--- src/rtl/tiny_core_gen2.sv ---
// tiny_core_gen2 -- small parametrised CPU core on a single shared memory bus.
// Fixed 16-bit instructions run one at a time through FETCH -> EXEC [-> MEM].
// Any bus cycle stretches for as long as ready is low.
// Level-sensitive interrupts are vectored and single-level; index 0 has the highest priority.
//
// Ports
//   clk           clock; all state changes on the rising edge
//   reset         asynchronous, active-high
//   address       bus address (pc during fetch, effective address during MEM)
//   data_in       read data; the instruction is data_in[15:0]
//   data_out      write data, driven while wr is high
//   rd / wr       read / write strobes, held until ready
//   ready         the bus completes the current access this cycle
//   irq           level interrupt requests
//   irq_ack       one-cycle pulse on interrupt entry; irq_id holds the accepted index
//   in_interrupt  a handler is active
//   hlt           halted until reset
//   wfi           waiting for an interrupt
//
// state   | meaning
// --------+--------------------------------------------------------------
// S_FETCH | rd=1, address=pc; latch the instruction on ready
// S_EXEC  | execute, or compute the address of a memory access
// S_MEM   | hold rd/wr at maddr until ready, then write back
// S_WFI   | idle with no bus activity until any irq line is set
// S_HALT  | idle with no bus activity; only reset leaves this state

module tiny_core_gen2 #(
    parameter int WIDTH    = 16,
    parameter int ADDR_W   = 16,
    parameter int NREGS    = 4,
    parameter int IRQS     = 4,
    parameter int RESET_PC = 0,
    parameter int VEC_BASE = 1
) (
    input  logic              clk,
    input  logic              reset,
    output logic [ADDR_W-1:0] address,
    input  logic [WIDTH-1:0]  data_in,
    output logic [WIDTH-1:0]  data_out,
    output logic              rd,
    output logic              wr,
    input  logic              ready,
    input  logic [IRQS-1:0]   irq,
    output logic              irq_ack,
    output logic [2:0]        irq_id,
    output logic              in_interrupt,
    output logic              hlt,
    output logic              wfi
);

    localparam int RI_W = $clog2(NREGS);
    localparam logic [RI_W-1:0] SP_IDX = RI_W'(NREGS - 1);

    typedef enum logic [2:0] {S_FETCH, S_EXEC, S_MEM, S_WFI, S_HALT} state_t;

    state_t            state, state_nxt;
    logic              run;
    logic [ADDR_W-1:0] pc, pc_nxt, pc_inc, sh_pc, maddr, maddr_nxt, vec;
    logic [15:0]       instr;
    logic [WIDTH-1:0]  regs [NREGS];
    logic [WIDTH-1:0]  mdata, mdata_nxt;
    logic              mwrite, mwrite_nxt;
    logic              flag_c, flag_z, flag_n, c_nxt, z_nxt, n_nxt;
    logic              sh_c, sh_z, sh_n;
    logic              reg_we, reti, enter_fetch, take_irq, br_taken;
    logic [RI_W-1:0]   reg_wa, ra, rb;
    logic [WIDTH-1:0]  reg_wd, va, vb, sp, sx12, sx8, sx4, ea_ld, ea_st, sp_dec, sp_inc;
    logic [WIDTH-1:0]  alu_res;
    logic [WIDTH:0]    sum;
    logic              alu_c, alu_we, alu_fl;
    logic [3:0]        op, fn;
    logic [2:0]        irq_k;

    function automatic logic [RI_W-1:0] ridx(input logic [3:0] f);
        return RI_W'(int'(f) % NREGS);
    endfunction

    assign op     = instr[15:12];
    assign fn     = instr[3:0];
    assign ra     = ridx(instr[11:8]);
    assign rb     = ridx(instr[7:4]);
    assign va     = regs[ra];
    assign vb     = regs[rb];
    assign sp     = regs[SP_IDX];
    assign sx12   = {{(WIDTH-12){instr[11]}}, instr[11:0]};
    assign sx8    = {{(WIDTH-8){instr[7]}}, instr[7:0]};
    assign sx4    = {{(WIDTH-4){instr[3]}}, instr[3:0]};
    assign ea_ld  = vb + sx4;
    assign ea_st  = va + sx4;
    assign sp_dec = sp - WIDTH'(1);
    assign sp_inc = sp + WIDTH'(1);
    assign pc_inc = pc + ADDR_W'(1);
    // cond[3] inverts the sense; cond[2:0] selects which of c/z/n to test
    assign br_taken = (|(instr[10:8] & {flag_c, flag_z, flag_n})) ^ instr[11];
    assign hlt    = (state == S_HALT);
    assign wfi    = (state == S_WFI);

    always_comb begin
        alu_res = va;
        alu_c   = flag_c;
        alu_we  = 1'b0;
        alu_fl  = 1'b0;
        sum     = '0;
        case (fn)
            4'd0: begin
                sum = {1'b0, va} + {1'b0, vb};
                alu_res = sum[WIDTH-1:0]; alu_c = sum[WIDTH]; alu_we = 1'b1; alu_fl = 1'b1;
            end
            4'd1, 4'd7: begin
                // bit WIDTH of the widened difference is the borrow
                sum = {1'b0, va} - {1'b0, vb};
                alu_res = sum[WIDTH-1:0]; alu_c = sum[WIDTH]; alu_we = (fn == 4'd1); alu_fl = 1'b1;
            end
            4'd2: begin alu_res = va & vb; alu_we = 1'b1; alu_fl = 1'b1; end
            4'd3: begin alu_res = va | vb; alu_we = 1'b1; alu_fl = 1'b1; end
            4'd4: begin alu_res = va ^ vb; alu_we = 1'b1; alu_fl = 1'b1; end
            4'd5: begin alu_res = va << 1; alu_c = va[WIDTH-1]; alu_we = 1'b1; alu_fl = 1'b1; end
            4'd6: begin alu_res = va >> 1; alu_c = va[0]; alu_we = 1'b1; alu_fl = 1'b1; end
            4'd8: begin alu_res = va & vb; alu_fl = 1'b1; end
            4'd9: begin alu_res = vb; alu_we = 1'b1; alu_fl = 1'b1; end
            default: ;
        endcase
    end

    always_comb begin
        irq_k = '0;
        for (int k = IRQS - 1; k >= 0; k--)
            if (irq[k]) irq_k = 3'(k);
    end
    assign vec = ADDR_W'(VEC_BASE) + ADDR_W'(irq_k);

    always_comb begin
        state_nxt  = state;
        pc_nxt     = pc;
        c_nxt      = flag_c;
        z_nxt      = flag_z;
        n_nxt      = flag_n;
        reg_we     = 1'b0;
        reg_wa     = ra;
        reg_wd     = alu_res;
        maddr_nxt  = maddr;
        mdata_nxt  = mdata;
        mwrite_nxt = mwrite;
        reti       = 1'b0;
        rd         = 1'b0;
        wr         = 1'b0;
        address    = '0;
        data_out   = '0;
        case (state)
            S_FETCH: begin
                // run stays low until the first clock after reset so all outputs read 0 during reset
                if (run) begin
                    rd = 1'b1;
                    address = pc;
                    if (ready) state_nxt = S_EXEC;
                end
            end
            S_EXEC: begin
                state_nxt = S_FETCH;
                pc_nxt    = pc_inc;
                case (op)
                    4'h0: pc_nxt = pc + sx12[ADDR_W-1:0];
                    4'h1: if (br_taken) pc_nxt = pc + sx8[ADDR_W-1:0];
                    4'h2: begin reg_we = 1'b1; reg_wd = sx8; end
                    4'h3: begin reg_we = 1'b1; reg_wd = (va << 8) | WIDTH'(instr[7:0]); end
                    4'h4: begin state_nxt = S_MEM; pc_nxt = pc; maddr_nxt = ea_ld[ADDR_W-1:0]; mwrite_nxt = 1'b0; end
                    4'h5: begin state_nxt = S_MEM; pc_nxt = pc; maddr_nxt = ea_st[ADDR_W-1:0]; mdata_nxt = vb; mwrite_nxt = 1'b1; end
                    4'h6: begin
                        reg_we = alu_we;
                        if (alu_fl) begin
                            c_nxt = alu_c;
                            z_nxt = (alu_res == '0);
                            n_nxt = alu_res[WIDTH-1];
                        end
                    end
                    4'h7: begin state_nxt = S_MEM; pc_nxt = pc; maddr_nxt = sp_dec[ADDR_W-1:0]; mdata_nxt = WIDTH'(pc_inc); mwrite_nxt = 1'b1; end
                    4'h8: begin state_nxt = S_MEM; pc_nxt = pc; maddr_nxt = sp[ADDR_W-1:0]; mwrite_nxt = 1'b0; end
                    4'h9: begin pc_nxt = sh_pc; c_nxt = sh_c; z_nxt = sh_z; n_nxt = sh_n; reti = 1'b1; end
                    4'hA: state_nxt = S_HALT;
                    4'hB: state_nxt = S_WFI;
                    default: ;
                endcase
            end
            S_MEM: begin
                rd       = ~mwrite;
                wr       = mwrite;
                address  = maddr;
                data_out = mwrite ? mdata : '0;
                if (ready) begin
                    state_nxt = S_FETCH;
                    pc_nxt    = pc_inc;
                    case (op)
                        4'h4: begin reg_we = 1'b1; reg_wd = data_in; end
                        4'h7: begin reg_we = 1'b1; reg_wa = SP_IDX; reg_wd = sp_dec; pc_nxt = pc + sx12[ADDR_W-1:0]; end
                        4'h8: begin reg_we = 1'b1; reg_wa = SP_IDX; reg_wd = sp_inc; pc_nxt = data_in[ADDR_W-1:0]; end
                        default: ;
                    endcase
                end
            end
            S_WFI: if (|irq) state_nxt = S_FETCH;
            default: ;
        endcase
    end

    // Interrupts are only sampled when the core is about to start a fresh fetch.
    assign enter_fetch = (state_nxt == S_FETCH) && (state != S_FETCH || !run);
    assign take_irq    = enter_fetch && !in_interrupt && (|irq);

    always_ff @(posedge clk or posedge reset) begin
        if (reset) state <= S_FETCH;
        else       state <= state_nxt;
    end

    always_ff @(posedge clk or posedge reset) begin
        if (reset) begin
            run          <= 1'b0;
            pc           <= ADDR_W'(RESET_PC);
            instr        <= '0;
            flag_c       <= 1'b0;
            flag_z       <= 1'b0;
            flag_n       <= 1'b0;
            in_interrupt <= 1'b0;
            irq_ack      <= 1'b0;
            irq_id       <= '0;
            sh_pc        <= '0;
            sh_c         <= 1'b0;
            sh_z         <= 1'b0;
            sh_n         <= 1'b0;
            maddr        <= '0;
            mdata        <= '0;
            mwrite       <= 1'b0;
            for (int i = 0; i < NREGS; i++) regs[i] <= '0;
        end else begin
            run    <= 1'b1;
            flag_c <= c_nxt;
            flag_z <= z_nxt;
            flag_n <= n_nxt;
            maddr  <= maddr_nxt;
            mdata  <= mdata_nxt;
            mwrite <= mwrite_nxt;
            if (reg_we) regs[reg_wa] <= reg_wd;
            if (state == S_FETCH && rd && ready) instr <= data_in[15:0];
            irq_ack <= take_irq;
            if (take_irq) begin
                // the shadow holds the state the interrupted code would have continued with
                sh_pc        <= pc_nxt;
                sh_c         <= c_nxt;
                sh_z         <= z_nxt;
                sh_n         <= n_nxt;
                pc           <= vec;
                in_interrupt <= 1'b1;
                irq_id       <= irq_k;
            end else begin
                pc <= pc_nxt;
                if (reti) in_interrupt <= 1'b0;
            end
        end
    end

endmodule

--- config.mk ---
export PLATFORM = sky130hd
export DESIGN_NAME = tiny_core_gen2
export DESIGN_NICKNAME = d
export VERILOG_FILES = /design/src/rtl/tiny_core_gen2.sv
export SDC_FILE = /design/constraint.sdc
export NUM_CORES = 1
export LEC_CHECK = 0
export ABC_CLOCK_PERIOD_IN_PS = 7000
export CORE_MARGIN = 3
export CORE_UTILIZATION = 35
export CTS_BUF_LIST = sky130_fd_sc_hd__clkbuf_8
export DETAILED_ROUTE_END_ITERATION = 8
export GPL_ROUTABILITY_DRIVEN = 0
export GPL_TIMING_DRIVEN = 0
export PLACE_DENSITY = 0.56
export SLEW_MARGIN = 20
export SYNTH_ARGS = -nofsm -noshare
export SYNTH_HDL_FRONTEND = slang
export SYNTH_SLANG_ARGS = --single-unit
--- constraint.sdc ---
create_clock -name clk -period 7 [get_ports clk]
set_clock_uncertainty 0.15 [all_clocks]
set_input_delay 1.4 -clock clk [delete_from_list [all_inputs] [get_ports clk]]
set_output_delay 1.4 -clock clk [all_outputs]
set_load 0.01 [all_outputs]
==> Word-level counts from Yosys, hierarchy flattened <==
Index checks and enable logic that the tools add are counted.
{ "classes": {"n_addsub": 10, "n_eq_ne": 24, "order_cmp": 4, "n_mux": 63, "bitwise": 10, "reduce_logical": 34} }
{ "op_table": {"columns": ["operator", "n"], "rows": [
  ["16-bit two-way mux", 12],
  ["16-bit case mux with 2 select lines", 6],
  ["16-bit case mux with 4 select lines", 2],
  ["16-bit case mux with 8 select lines", 1],
  ["16-bit adder", 4],
  ["16-bit binary-select mux with 2-bit select", 2],
  ["64-bit bitwise mux", 1],
  ["16-bit case mux with 3 select lines", 1],
  ["16-bit by 1-bit adder with 16-bit output (second input constant)", 2],
  ["16-bit demux with 2-bit select", 1],
  ["4-bit by 3-bit equality test with 1-bit output (second input constant)", 8],
  ["4-bit equality test (second input constant)", 6],
  ["3-bit two-way mux", 7],
  ["16-bit by 16-bit adder with 17-bit output", 1],
  ["16-bit by 16-bit subtractor with 17-bit output", 1],
  ["16-bit bitwise AND", 1],
  ["4-bit by 2-bit equality test with 1-bit output (second input constant)", 4],
  ["16-bit logical NOT", 1],
  ["16-bit OR", 1],
  ["16-bit by 8-bit OR with 16-bit output", 1],
  ["1-bit case mux with 2 select lines", 8],
  ["16-bit by 1-bit subtractor with 16-bit output (second input constant)", 1],
  ["16-bit XOR", 1],
  ["1-bit two-way mux", 15],
  ["29 further kinds", 57]
]} }
{ "word_totals": {"regBits": 160, "input_bits": 23, "wordCells": 166} }

==> Depth between registers and ports, before layout <==
{ "depth": {"word_depth": 11, "mapped_depth": 19, "mapped_depth_nobuf": 17} }

==> Least setup slack after synthesis <==
Ideal clock, no wire load.
{ "synth_path": {"path_kind": "register -> register", "from": "register instr[4]", "to": "register sh_n", "path_stages_with_launch": 16, "t_arrival_ns": 4.295, "required_time_ns": 6.725, "setup_ns": 0.125, "path_slack_ns": 2.430, "synth_period_minus_slack_ns": 4.570, "cell_sequence": "dfrtp_1 buf_2 buf_1 mux4_2 inv_1 ha_1 clkbuf_1 nor3_1 o22ai_1 or3_1 o31a_1 nor4b_1 nand2b_1 o21ai_0 a221o_1 mux2_2"} }
{ "synth_via": {"elab_chain_len": 9} }
{ "synth_lines": {"columns": ["element", "line", "text"], "rows": [
  ["from (decl)", "60", "logic [15:0] instr;"],
  ["from (signal assigned)", "243", "if (state == S_FETCH && rd && ready) instr <= data_in[15:0];"],
  ["2-bit NOT with 3-bit output (implied by the code) (*)", "84", "assign vb = regs[rb];"],
  ["16-bit binary-select mux with 2-bit select (*)", "84", null],
  ["16-bit two-way mux (implied by the code) (*) (2 in a row)", "84", null],
  ["16-bit by 16-bit subtractor with 17-bit output, or another cell as far along", "112", "sum = {1'b0, va} - {1'b0, vb};"],
  ["16-bit case mux with 8 select lines (*)", "105", "case (fn)"],
  ["1-bit two-way mux (*)", "171", "if (alu_fl) begin"],
  ["1-bit case mux with 2 select lines (*)", "162", "case (op)"],
  ["1-bit two-way mux (*)", "150", "case (state)"],
  ["net n_nxt", "64", "logic flag_c, flag_z, flag_n, c_nxt, z_nxt, n_nxt;"],
  ["to (signal assigned)", "250", "sh_n <= n_nxt;"],
  ["to (decl)", "65", "logic sh_c, sh_z, sh_n;"]
]} }
The timed path passes the listed nets; every way through them passes the cells marked *. The select of a mux whose other input is x is not followed.
A chain may end at the register's enable or synchronous reset.

==> Final worst setup path <==
{ "layout_path": {"from": "register instr[4]", "to": "register regs[46] (netlist bit)"} }
{ "layout_via": {"elab_chain_len": 10} }
{ "layout_lines": {"columns": ["element", "line", "text"], "rows": [
  ["2-bit NOT with 3-bit output (implied by the code) (*)", "84", null],
  ["16-bit binary-select mux with 2-bit select (*)", "84", null],
  ["16-bit two-way mux (implied by the code) (*) (2 in a row)", "84", null],
  ["16-bit by 16-bit subtractor with 17-bit output, or another cell as far along", "112", null],
  ["16-bit case mux with 8 select lines (*)", "105", null],
  ["16-bit case mux with 3 select lines", "193", "case (op)"],
  ["16-bit two-way mux", "190", "if (ready) begin"],
  ["16-bit case mux with 2 select lines (*)", "150", null],
  ["64-bit bitwise mux (*)", "242", "if (reg_we) regs[reg_wa] <= reg_wd;"],
  ["to (signal, indexed assignment)", "242", null],
  ["to (decl)", "61", "logic [WIDTH-1:0] regs [NREGS];"]
]} }
Mark *: on every way between the ends. The rest lies on a longest branch, timed or not. The select of a mux whose other input is x is not followed.

==> results.md <==
* 94 — largest net degree at the start of global routing
* 0 — Ys Warns
* 159 — sink count of the clock tree
* 159 — register bit count reported by yosys
* 0.0452 mm² — full die area
* register — kind of start point of the critical path
* 4355 — fill cell instance count of the final layout
* 1.04 ns — worst slew pin tran
* 0.625 ns — setup ws final
* no — unrepaired setup endpoints after global routing
* 12.1% — relative area change from synthesis to final layout
* 35.6% — initial core utilization
* 0.0150 mm² — synthesized cell area
* completed — result of the run
* 0 — leftover overflow at the end of global routing
* 8.03 µm² — post-synthesis average cell area
* 213 µm — Die Width
* 28.4% — global-route total usage across every layer
* 30.5% — worst slew slack as a fraction of its limit
* 4 — H-tree depth
* 97000 µm — wire length of the first global-routing pass
* 49800 µm — Post-DP HPWL
* 7.22 ns — data required time of the worst path
* built — clock tree from TritonCTS
* 0.86 ns — delay of the slowest critical-path stage
* 0 — Max-cap violations
* 0 — Setup violations, final
* dfrtp_1 — top flip-flop cell by instance count after synthesis
* 8 — DR pass1 iterations
* 0 — number of buffers inserted by post-CTS setup repair
* 6.37 ns — post-route minimum period
* 64 — IO Count
* 2067 — Nets
* 0 — count of flip-flops with a built-in enable after synthesis
* a21oi_1 — library cell appearing most often on the critical path
* 0.52 ns — Clk Latency, worst-skew pair
* 17 — number of buffers created by CTS
* reg2reg — Critical Setup Path Class
* o21ai_0 — commonest non-fill, non-tap cell in the layout
* 157 MHz — maximum clock frequency
* 25.9 µm — detail-routed net length per standard cell
* 26.6% — register area share after synthesis
* register — Worst Setup End Kind
* 199 x o21ai_0, 190 x nand2_1, 159 x dfrtp_1 — commonest non-fill, non-tap cells in the layout
* 1982 — post-synth net total
* 83 — count of unique library cells instantiated by Yosys
* 75 — number of core rows
* 64900 µm — post-detailed-routing wire length
* 6.73% — fraction of layout cells with a size suffix above 1
* 62 — total of buffers placed on input and output ports
* 0.0163 mm² — placed cell areas
* 1863 — synthesized instance count
* 16100 — overall via count from detail_route
* 100% — share of synthesized registers carrying an async set or reset
* reg2reg — worst hold-check path type
* 6.59 ns — worst path arrival time
* 0 — Residual DRC
* 0.719 ns — post-placement worst setup slack
* 0.0420 mm² — core region area
* 91.1% — final cycle utilization of the critical path
* clkbuf_8 — root buf cell
* 0.0168 mm² — Design Area, Final
* buf_2 > buf_1 > mux4_2 > inv_1 > ha_1 > clkbuf_1 > o21a_1 > nor2_1 > a31oi_1 > a41oi_1 > o22ai_1 > mux2_2 > o32ai_1 > a21oi_1 > a21oi_1 > o21ai_0 — cells traversed along the worst timing path
* 10 — maximum fanout count along the critical path
* o32ai_1 — master of the slowest instance on the critical path
* 2 — Max Root-Sink Buffers
* 39.9% — final cell utilization of the core
* 213 µm — Die Y
* 0 — antenna-violating nets left
* 1 — antenna violations before repair
* 0 — max-slew violation total from the final report
* 0 — post-cts gate resize count
* 2581 — DR iter-0 viols
* 0 — cts-stage hold buffer count
* 6.43 — via-per-instance ratio
* 0.00398 mm² — register area
* 0.0102 mm² — total area of multi-input combinational cells
* 0 — number of hold violations in the final report
* 0.09 ns — clock-pin slew reported for the worst setup and hold paths after clock tree synthesis
* 15000 — via count of the first global-routing pass
cell usage after synthesis (26+ instances only):
cell | number | area [µm²]
nand3_1 | 41 | 205
dfrtp_1 | 159 | 3980
o22ai_1 | 28 | 175
nor2_1 | 156 | 586
nor2b_1 | 29 | 181
clkbuf_1 | 120 | 450
a21oi_1 | 141 | 706
xnor2_1 | 48 | 420
mux4_2 | 31 | 698
mux2_2 | 38 | 428
inv_1 | 63 | 236
a22oi_1 | 27 | 203
nor3_1 | 50 | 250
xor2_1 | 28 | 245
nand2_1 | 190 | 713
and3_1 | 26 | 163
ha_1 | 92 | 1150
o21ai_0 | 199 | 996
a221oi_1 | 46 | 403
layout make-up:
type | instances | area share [%]
antenna | 2 | 0.0299
buffer | 146 | 3.42
clock buffer | 18 | 1.48
clock inverter | 14 | 1.04
inverter | 64 | 1.48
multi-input combinational | 1494 | 60.8
sequential | 159 | 23.7
tap | 539 | 4.02
timing repair buffer | 66 | 3.97
worst max-delay path, delay by kind of cell, from the launching register on:
family | cells | cell delay (ns)
DFF | 1 | 0.40
adders and majority gates | 1 | 0.20
buffers and inverters | 4 | 1.66
and+or+nand+nor | 1 | 0.04
AOI/OAI and AO/OA | 8 | 2.61
muxes | 2 | 1.15
kinds of logic (layout without fill, tap and decap cells):
kind of cell	after synthesis	in the layout	synth area share, %
other cells	2	4	0.0502
simple gates	590	590	18.6
fa+ha+maj	96	96	8.23
buf+inv	210	308	5.44
compound gates	646	646	27.9
flops	159	159	26.6
xor+xnor	76	76	4.45
mux	84	84	8.64
registers in the layout, summed over array words and instances, names as in the netlist:
signal        cells
irq_id            2
flag_n            1
flag_z            1
flag_c            1
maddr            16
instr            16
pc               16
mdata            16
in_interrupt      1
sh_n              1
sh_z              1
sp               16
irq_ack           1
state             3
regs             48
mwrite            1
sh_c              1
sh_pc            16
run               1
stage by stage:
step                      hold WS, ns  std cells  setup TNS (ns)
final                           0.334       2502               0
after global placement          0.311       2464         -192.24
after detailed placement        0.313       2468               0
after global routing            0.357       2501               0
after floorplan                 0.292       1863               0
after CTS                       0.336       2500               0
path summary, 6_finish.rpt:
path,start,end,cells after the start,slack [ns]
min in group asynchronous,reset,pc[14],2,1.17
worst min-delay path,mdata[4],mdata[4],2,0.33
worst max-delay path,instr[4],regs[46],16,0.63
worst max register to register,instr[4],regs[46],16,0.63
worst min register to register,mdata[4],mdata[4],2,0.33
max in group asynchronous,reset,regs[43],3,4.65
metal layers:
metal / global-route usage, % / share of wire (%) / vias up
met3: 6.74 / 11 / 181
met5: 0 / 0 / -
li1: - / - / 7088
met4: 12.9 / 5.2 / 0
met2: 42.0 / 43 / 1002
met1: 39.6 / 42 / 7807
Power is not shown: default switching activity piles up to over one toggle a cycle in this logic, so the estimate is an artifact.
